`config.mk`:
```
export PLATFORM = sky130hd
export DESIGN_NAME = slice_seq_arbiter
export DESIGN_NICKNAME = d
export VERILOG_FILES = /design/src/rtl/slice_seq_arbiter.sv
export SDC_FILE = /design/constraint.sdc
export NUM_CORES = 1
export LEC_CHECK = 0
export ABC_AREA = 1
export ABC_CLOCK_PERIOD_IN_PS = 1400
export CAP_MARGIN = 20
export CORE_MARGIN = 4
export CORE_UTILIZATION = 43
export CTS_BUF_LIST = sky130_fd_sc_hd__clkbuf_8
export DETAILED_ROUTE_END_ITERATION = 8
export PLACE_DENSITY_LB_ADDON = 0.3
export SYNTH_ARGS = -nofsm -noshare
export SYNTH_HDL_FRONTEND = slang
export SYNTH_SLANG_ARGS = --single-unit
```
`constraint.sdc`:
```
create_clock -name clk -period 1.4 [get_ports clk]
set_input_delay 0.28 -clock clk [delete_from_list [all_inputs] [get_ports clk]]
set_output_delay 0.28 -clock clk [all_outputs]
set_load 0.01 [all_outputs]
```
`src/rtl/slice_seq_arbiter.sv`:
```
// -----------------------------------------------------------------------------
// slice_seq_arbiter
//
// Shares one external 3-bit combinational slice unit between two requesters.
// An accepted operand pair (3*NSLICE bits each) is streamed through the slice
// unit one 3-bit chunk per cycle, LSB chunk first. The reassembled result is
// returned on a valid/ready response port, tagged with the requester ID.
//
// Optional feature macro: SLICE_SEQ_CHECK_EN
//   When defined, each chunk returned by the slice unit is compared against
//   the golden slice function, and any mismatch sets a sticky err flag.
//   When undefined, err is tied to 0 and no comparator is built.
//
// Ports
//   clk                      clock, rising edge
//   rst                      synchronous active-high reset
//   req0_valid / req1_valid  requester has an operand pair
//   req0_ready / req1_ready  requester accepted this cycle (combinational)
//   req0_a/_b, req1_a/_b     operands, 3*NSLICE bits
//   rsp_valid / rsp_ready    response handshake
//   rsp_y                    assembled result
//   rsp_id                   requester that owns rsp_y
//   su_a, su_b               chunk driven to the slice unit (0 outside RUN)
//   su_y                     slice unit output
//   busy                     transaction in progress (RUN or DONE)
//   err                      sticky slice-check error
// -----------------------------------------------------------------------------
module slice_seq_arbiter #(
  parameter int NSLICE = 4
) (
  input  logic                  clk,
  input  logic                  rst,
  input  logic                  req0_valid,
  output logic                  req0_ready,
  input  logic [3*NSLICE-1:0]   req0_a,
  input  logic [3*NSLICE-1:0]   req0_b,
  input  logic                  req1_valid,
  output logic                  req1_ready,
  input  logic [3*NSLICE-1:0]   req1_a,
  input  logic [3*NSLICE-1:0]   req1_b,
  output logic                  rsp_valid,
  input  logic                  rsp_ready,
  output logic [3*NSLICE-1:0]   rsp_y,
  output logic                  rsp_id,
  output logic [2:0]            su_a,
  output logic [2:0]            su_b,
  input  logic [2:0]            su_y,
  output logic                  busy,
  output logic                  err
);

  localparam int W  = 3 * NSLICE;
  localparam int IW = (NSLICE > 1) ? $clog2(NSLICE) : 1;

  localparam logic [1:0] S_IDLE = 2'd0;
  localparam logic [1:0] S_RUN  = 2'd1;
  localparam logic [1:0] S_DONE = 2'd2;

  logic [1:0]    r_state;
  logic          r_prio;     // 0: requester 0 has priority, 1: requester 1
  logic [IW-1:0] r_idx;
  logic [W-1:0]  r_a;
  logic [W-1:0]  r_b;
  logic [W-1:0]  r_y;
  logic          r_id;

  logic          w_idle;
  logic          w_run;
  logic          w_done;
  logic          w_gnt0;
  logic          w_gnt1;
  logic          w_last;
  logic [2:0]    w_su_a;
  logic [2:0]    w_su_b;

  assign w_idle = (r_state == S_IDLE);
  assign w_run  = (r_state == S_RUN);
  assign w_done = (r_state == S_DONE);

  // A lone valid always wins; with both valid, the pointer decides.
  assign w_gnt0 = w_idle & req0_valid & (~req1_valid | ~r_prio);
  assign w_gnt1 = w_idle & req1_valid & (~req0_valid |  r_prio);

  assign w_last = (r_idx == IW'(NSLICE - 1));

  // Chunk select as an explicit decode so the index never needs a
  // width-extended multiply.
  always_comb begin
    w_su_a = 3'b000;
    w_su_b = 3'b000;
    if (w_run) begin
      for (int k = 0; k < NSLICE; k++) begin
        if (r_idx == IW'(k)) begin
          w_su_a = r_a[3*k +: 3];
          w_su_b = r_b[3*k +: 3];
        end
      end
    end
  end

  always_ff @(posedge clk) begin
    if (rst) begin
      r_state <= S_IDLE;
      r_prio  <= 1'b0;
      r_idx   <= '0;
      r_a     <= '0;
      r_b     <= '0;
      r_y     <= '0;
      r_id    <= 1'b0;
    end else begin
      case (r_state)
        S_IDLE: begin
          if (w_gnt0 | w_gnt1) begin
            r_a     <= w_gnt1 ? req1_a : req0_a;
            r_b     <= w_gnt1 ? req1_b : req0_b;
            r_id    <= w_gnt1;
            r_prio  <= w_gnt0;   // priority moves to the requester that lost
            r_idx   <= '0;
            r_state <= S_RUN;
          end
        end
        S_RUN: begin
          for (int k = 0; k < NSLICE; k++) begin
            if (r_idx == IW'(k)) begin
              r_y[3*k +: 3] <= su_y;
            end
          end
          if (w_last) begin
            r_state <= S_DONE;
          end else begin
            r_idx <= r_idx + IW'(1);
          end
        end
        S_DONE: begin
          if (rsp_ready) begin
            r_state <= S_IDLE;
          end
        end
        default: r_state <= S_IDLE;
      endcase
    end
  end

`ifdef SLICE_SEQ_CHECK_EN
  logic       r_err;
  logic [2:0] w_gold;

  assign w_gold = {~(w_su_a[2] | w_su_b[2]),
                   ~(w_su_a[1] | w_su_b[1]),
                   ~w_su_a[0] & w_su_b[0]};

  always_ff @(posedge clk) begin
    if (rst) begin
      r_err <= 1'b0;
    end else if (w_run && (su_y != w_gold)) begin
      r_err <= 1'b1;
    end
  end

  assign err = r_err;
`else
  assign err = 1'b0;
`endif

  assign req0_ready = w_gnt0;
  assign req1_ready = w_gnt1;
  assign rsp_valid  = w_done;
  assign rsp_y      = r_y;
  assign rsp_id     = r_id;
  assign su_a       = w_su_a;
  assign su_b       = w_su_b;
  assign busy       = w_run | w_done;

endmodule

```
==> summary.md, run 1 <==
| Metric | Value |
|---|---|
| Switching share of power | `0.433` |
| Clock Skew | `~0.006 ns` |
| Initial Util | `0.442` |
| Finished Core Util | `0.763` |
| Later-pin clock latency in the skew report | `between 0.2 and 0.3 ns` |
| H-tree level count | `2` |
| Die width | `83.3 um` |
| CTS Sinks | `42` |
| Mapped Cells | `~390` |
| Max Buffers Root-to-Sink | `2` |
| Synth top area cells | `dfxtp_1, nand2_1, inv_1` |
| Mapped cell area | `approximately 2400 um^2` |
| Worst setup margin | `-0.519 ns` |
| Tightest Hold Check Type | `flip-flop to flip-flop` |
| Vias per cell | `approximately 5` |
| Internal | `between 4 and 5 mW` |
| Finished Layout Cells | `around 570` |
| RSZ-0062 raised after global routing | `yes` |
| Port buffer count | `between 70 and 80` |
| Tcrit/Tclk final | `1.37` |
| Share of layout cells above drive strength 1 | `0.314` |
| Max Slew Vio Count | `0` |
| #FFs+latches synth | `42` |
| Simple-Gate Fraction of Synth Area | `0.314` |
| Warnings, synthesis | `0` |
| PwrDens | `roughly 2000 nW/um^2` |
| Sequential share of the synthesized area | `0.345` |
| Post-synthesis mux area share | `0` |
| Via Count | `between 2k and 3k` |
| Cell taking the most area after synthesis | `dfxtp_1` |
| Max-Cap Viols | `0` |
| Cells after DPL | `541` |
| CP Max Fanout | `7` |
| Outcome | `finished with violations` |
| Place WS | `-0.569 ns` |
| Synth Net Count | `between 400 and 500` |
| Crit. End Element | `output port` |
| Logic pwr share | `0.668` |
| CTS tree | `built` |
| Synth Area per Inst | `roughly 6.3 um^2` |
| Crit path top cell by count | `nand2_1` |
| Seq pwr share | `0.236` |
| Count of cell types in the netlist | `19` |
| Wirelength, routed | `roughly 8.3 mm` |
| Antenna diodes | `0` |
| CTS root buf | `clkbuf_8` |
| Pleak | `approximately 2.2 nW` |
| Post-synth top area share | `0.345` |
| Top cell family by delay on the critical path | `flip-flops` |
| GP Congestion | `roughly 0.8` |
| Largest family of logic cells by synthesized area | `simple AND/OR/NAND/NOR gates` |
| Post-Synth Adder-Cell Area | `0.0462` |
| IO Pins | `80` |
| Pre-antenna DRT Iters | `5` |
| Final Hold Vio Count | `0` |
| Worst-path cell chain | `buf_4 -> ha_2 -> inv_2 -> nand2_4 -> a21oi_1 -> nand2_1 -> nand2_1 -> buf_2` |
| Iter 0 DRT Violations | `between 150 and 200` |
| Failing checks | `negative setup slack` |
| Max Freq | `about 520 MHz` |
| Slowest library cell on the worst path | `dfxtp_4` |
| Initial antenna violation count | `0` |
| Design Power | `between 8 and 9 mW` |
| Routed Antenna Nets | `0` |
| Synth-to-layout area growth | `72.6%` |
| Net Sw Power | `between 3 and 4 mW` |
| Number of remaining DRC errors | `0` |
| Gr ovfl total | `0` |
| First-pass GRT wire length | `about 13 mm` |
| Clock share of power | `0.096` |
| Xor/xnor cell area share of the yosys netlist | `0` |
| Critical Path RT | `1.12 ns` |
| Crit path launch type | `flip-flop` |
| Crit path time final | `1.92 ns` |
| Core Area | `roughly 5500 um^2` |
| Cts bufs inserted | `5` |
| Die Height | `83.3 um` |
| Cts hold-fix bufs | `0` |
| Peak supply drop | `around 1.4 mV` |
| Critical path class | `flip-flop to output port` |
| CTS clk-pin slew, worst paths | `approximately 0.080 ns` |
| CP arrival | `between 1.5 and 2 ns` |
| Minimum setup slack among reg-to-reg paths | `-0.21 ns` |
| Drt wl/cell | `14.6 um` |
| Row count | `27` |
| Gr usage total | `0.222` |
| Nets | `~560` |
| Vias in the first global route | `between 2k and 3k` |
| Pin count of the biggest net entering global routing | `41` |
| Buf/Inv on CP | `3` |
| Dpl hpwl | `~4.5 mm` |
| Compound-cell area share of the yosys netlist | `0.119` |
| Worst path max stage delay | `~0.36 ns` |
| Final setup fails | `38` |
| Die area | `between 6000 and 7000 um^2` |
[tightest hold or removal path: stages, from the launching register on]
cell     delay [ns]
dfxtp_1        0.32
nand2_1        0.06
a21oi_1        0.05
[kinds of logic after synthesis]
family                   after synthesis
AO/OA/AOI/OAI                         58
adder cells (fa/ha/maj)                9
buffers and inverters                 96
flip-flops                            42
other                                  1
AND/OR/NAND/NOR                      180
[flip-flops by register name (all words and copies together) (netlist names)]
register	count
rsp_y	12
rsp_id	1
r_b	12
r_prio	1
r_a	12
r_state	2
r_idx	2
[cell usage in the layout (no fill, tap or decap), types with 3 or more instances in the layout]
cell / Yosys / routed
nand2_1: 88 / 79
inv_1: 75 / 66
clkdlybuf4s50_1: 0 / 55
dfxtp_1: 42 / 38
nor2_1: 33 / 29
nand3_1: 50 / 25
nand3_2: 0 / 21
buf_4: 4 / 21
o21ai_2: 0 / 20
buf_6: 5 / 16
o21ai_0: 43 / 13
dlygate4sd2_1: 0 / 13
a21oi_1: 15 / 9
o21ai_1: 0 / 9
nand2_4: 1 / 7
nand2_2: 5 / 7
inv_2: 1 / 7
buf_2: 7 / 7
buf_12: 0 / 7
a21oi_2: 0 / 6
ha_4: 0 / 6
clkbuf_8: 0 / 6
nand3_4: 0 / 4
inv_4: 0 / 3
nor2_4: 0 / 3
buf_16: 0 / 3
[through the flow]
step	setup TNS, ns	instance area (um^2)	hold WS (ns)
global placement	-9.73	3390	0.451
detailed placement	-11.21	3390	0.451
floorplan	0	2440	0.349
global route	-9.07	4200	0.490
finish	-6.44	4200	0.464
CTS	-4.51	4030	0.463
[layer usage]
metal  up-vias  global-route usage  wire (um)
li1       1406                   -          -
met2       141               0.382       4060
met4         0              0.0684        285
met3        27              0.0565        638
met5         -                   0          0
met1      1335               0.271       3350
[path summary, 6_finish.rpt]
| check | cells past startpoint | end | startpoint |
|---|---|---|---|
| worst min-delay path | 2 | r_prio$_SDFFE_PP0P_ | r_prio$_SDFFE_PP0P_ |
| worst min register to register | 2 | r_prio$_SDFFE_PP0P_ | r_prio$_SDFFE_PP0P_ |
| worst max register to register | 12 | r_b[5]$_SDFFE_PP0P_ | r_state[1]$_SDFFE_PP0P_ |
| worst max-delay path | 8 | su_a[2] | r_idx[1]$_SDFFE_PP0P_ |
[what timing repair did]
item | CTS | global route
gates resized for setup | 168 | 57
hold endpoints to repair | 0 | 0
cloned | 5 | 0
setup endpoints to repair | 59 | 46
setup buffers | 13 | 7
pin swaps | 39 | 42
[cell usage after synthesis]
| cell type | number |
|---|---|
| conb_1 | 1 |
| o21ai_0 | 43 |
| nor2_2 | 1 |
| a21oi_1 | 15 |
| clkbuf_1 | 3 |
| nand3_1 | 50 |
| buf_4 | 4 |
| inv_2 | 1 |
| nand4_1 | 2 |
| buf_6 | 5 |
| buf_2 | 7 |
| dfxtp_1 | 42 |
| inv_1 | 75 |
| nand2_1 | 88 |
| nor2_1 | 33 |
| clkinv_2 | 1 |
| nand2_4 | 1 |
| ha_1 | 9 |
| nand2_2 | 5 |
[power groups by stage]
| stage | clock [mW] | sequential (mW) | combinational [mW] |
|---|---|---|---|
| 2_1_floorplan | 0 | 1.82 | 2.15 |
| 3_3_place_gp | 0 | 1.83 | 3.31 |
| 3_5_place_dp | 0 | 1.83 | 3.38 |
| 4_1_cts | 0.810 | 1.89 | 4.93 |
| 5_1_grt | 0.853 | 2.00 | 6.02 |
| 6_report | 0.798 | 1.96 | 5.55 |
[layout make-up]
type,count,area [um^2]
Clock inverter,2,8.76
Sequential cell,42,851
Tap cell,72,90.1
Inverter,77,307
Timing Repair Buffer,122,1260
Clock buffer,6,82.6
Fill cell,393,1300
Multi-Input combinational cell,248,1610
Note: power is estimated with default switching activity, not from simulation.
==> run 2: changes to the inputs <==
--- a/config.mk
+++ b/config.mk
@@ -8,7 +8,7 @@
 export ABC_AREA = 1
 export ABC_CLOCK_PERIOD_IN_PS = 1400
 export CAP_MARGIN = 20
-export CORE_MARGIN = 4
+export CORE_MARGIN = 10
 export CORE_UTILIZATION = 43
 export CTS_BUF_LIST = sky130_fd_sc_hd__clkbuf_8
 export DETAILED_ROUTE_END_ITERATION = 8
==> run 2 against run 1 <==
Against the previous run: the flow still finishes with violations (negative setup slack); clock-buffer cell count down 1; worst hold slack got worse by 0.0028 ns; clock power decreased by 4.9%; cell count grew 0.70%; sequential power about the same; critical path depth unchanged.
==> summary.md, run 2 (same netlist as run 1, synthesis figures left out) <==
| Metric | Value |
|---|---|
| Clock Skew | `~0.0044 ns` |
| Top cell family by delay on the critical path | `flip-flops` |
| Max Freq | `550 MHz` |
| Outcome | `finished with violations` |
| CTS clk-pin slew, worst paths | `0.08 ns` |
| Tcrit/Tclk final | `1.30` |
| Failing checks | `negative setup slack` |
| Crit path launch type | `flip-flop` |
| Gr ovfl total | `0` |
| Commonest non-fill, non-tap cells in the layout | `nand2_1, inv_1, clkdlybuf4s50_1` |
| Cts bufs inserted | `5` |
| Share of layout cells above drive strength 1 | `0.327` |
| Critical path class | `flip-flop to output port` |
| CTS root buf | `clkbuf_8` |
| Row count | `27` |
| Finished Core Util | `0.772` |
| Final setup fails | `37` |
| Drt wl/cell | `15.4 um` |
| PwrDens | `1970 nW/um^2` |
| Commonest non-fill, non-tap cell in the layout | `nand2_1` |
| RSZ-0062 raised after global routing | `yes` |
| Tightest Hold Check Type | `flip-flop to flip-flop` |
| Minimum setup slack among reg-to-reg paths | `-0.23 ns` |
| Gr usage total | `0.187` |
| CTS tree | `built` |
| RR Startpoint | `r_state[0]$_SDFFE_PP0P_` |
| RR Endpoint | `r_a[3]$_SDFFE_PP0P_` |
| Max Slew Vio Count | `0` |
| Number of remaining DRC errors | `0` |
| Core Area | `between 5000 and 6000 um^2` |
| R2R depth | `12` |
| Iter 0 DRT Violations | `163` |
| Initial antenna violation count | `0` |
| CP arrival | `1.54 ns` |
| Max-Cap Viols | `0` |
| Critical Path RT | `1.12 ns` |
| Crit path time final | `around 1.8 ns` |
| Cell depth of the worst setup path | `8` |
| Nets | `approximately 570` |
| Peak supply drop | `1.32 mV` |
| Pin count of the biggest net entering global routing | `about 40` |
| Slowest library cell on the worst path | `dfxtp_4` |
| CTS Sinks | `between 40 and 50` |
| Die area | `9080 um^2` |
| H-tree level count | `2` |
| Setup crit start | `r_idx[0]$_SDFFE_PP0P_` |
| Register area | `between 800 and 900 um^2` |
| Die Height | `~95 um` |
| Synth-to-layout area growth | `74.5%` |
| Later-pin clock latency in the skew report | `around 0.30 ns` |
| Pre-antenna DRT Iters | `4` |
| Worst setup margin | `-0.419 ns` |
| Wirelength, routed | `~8.8 mm` |
| Vias per cell | `5.02` |
| Vias in the first global route | `roughly 2.9k` |
| Worst path max stage delay | `around 0.4 ns` |
| Final Hold Vio Count | `0` |
| IO Pins | `80` |
| Multi-input logic area | `1580 um^2` |
| Buf/Inv on CP | `3` |
| Dpl hpwl | `5.10 mm` |
| Design Power | `about 8.4 mW` |
| Crit. End Element | `output port` |
| Worst setup path end | `su_b[1]` |
| Initial Util | `0.442` |
| Cts hold-fix bufs | `0` |
| Antenna diodes | `0` |
| Port buffer count | `just under 80` |
| Worst-path cell chain | `inv_6 -> ha_4 -> buf_6 -> a21oi_2 -> o21ai_1 -> nand2_1 -> nand2_1 -> buf_6` |
| CP Max Fanout | `8` |
| Max Buffers Root-to-Sink | `2` |
| First-pass GRT wire length | `~14 mm` |
| GP Congestion | `roughly 0.85` |
| Routed Antenna Nets | `0` |
| Pleak | `approximately 2.2 nW` |
| Layout fillers | `387` |
| Via Count | `between 2k and 3k` |
| Die width | `about 95 um` |
==> run 2: cell count changes in the layout (fill, tap and decap cells not counted), moves of 3 or more <==
cell / change
o21ai_2: +3
buf_6: +3
nand2_2: +4
buf_2: -4
nand3_1: +3
o21ai_1: -4
buf_4: +4
==> run 2: worst min path at each step <==
stage / startpoint / to / depth (start not counted)
after floorplan: rst / r_prio$_SDFFE_PP0P_ / 1
after global placement: r_prio$_SDFFE_PP0P_ / r_prio$_SDFFE_PP0P_ / 2
after detailed placement: r_prio$_SDFFE_PP0P_ / r_prio$_SDFFE_PP0P_ / 2
after CTS: r_prio$_SDFFE_PP0P_ / r_prio$_SDFFE_PP0P_ / 2
after global routing: r_prio$_SDFFE_PP0P_ / r_prio$_SDFFE_PP0P_ / 2
final: r_prio$_SDFFE_PP0P_ / r_prio$_SDFFE_PP0P_ / 2
==> run 2: where the power goes <==
part           leakage [nW]  switching (mW)  internal, mW
logic                  1.81            2.83          2.80
registers             0.349           0.349          1.63
clock network        0.0438           0.424         0.335
total                  2.21            3.60          4.77
==> run 2: layout make-up <==
class | instances | area share
Clock buffer | 5 | 0.0162
Clock inverter | 2 | 0.00236
Inverter | 77 | 0.0739
Multi-Input combinational cell | 248 | 0.372
Sequential cell | 42 | 0.201
Tap cell | 72 | 0.0212
Timing Repair Buffer | 127 | 0.314
==> run 2: repair_timing <==
item	4_1_cts	5_1_grt
buffers inserted	14	9
hold endpoints to repair	0	0
pin swaps	30	43
endpoints found under the setup margin	57	46
gates cloned	6	0
gates resized for setup	185	53
==> run 2: through the flow <==
| stage | hold slack, ns | worst slack (ns) | std cells | setup TNS, ns | area, um^2 |
|---|---|---|---|---|---|
| floorplan | 0.349 | 0.00203 | 386 | 0 | 2440 |
| global placement | 0.446 | -0.533 | 542 | -9.71 | 3400 |
| detailed placement | 0.445 | -0.593 | 542 | -11.53 | 3400 |
| CTS | 0.456 | -0.368 | 568 | -5.82 | 4050 |
| global route | 0.475 | -0.489 | 573 | -9.69 | 4250 |
| finish | 0.461 | -0.419 | 573 | -7.44 | 4250 |
==> run 2: worst min-delay path, delay by kind of cell, from the launching register on <==
| kind | cells | cell delay (ns) |
|---|---|---|
| compound gates | 1 | 0.04 |
| flops | 1 | 0.32 |
| simple gates | 1 | 0.06 |
==> run 2: layer usage <==
metal  global-route usage  part of all wire  vias up
met2                0.328              0.51       88
met3               0.0503             0.062       11
met4               0.0511             0.015        0
met5                    0                 0        -
li1                     -                 -     1421
met1                0.219              0.42     1355
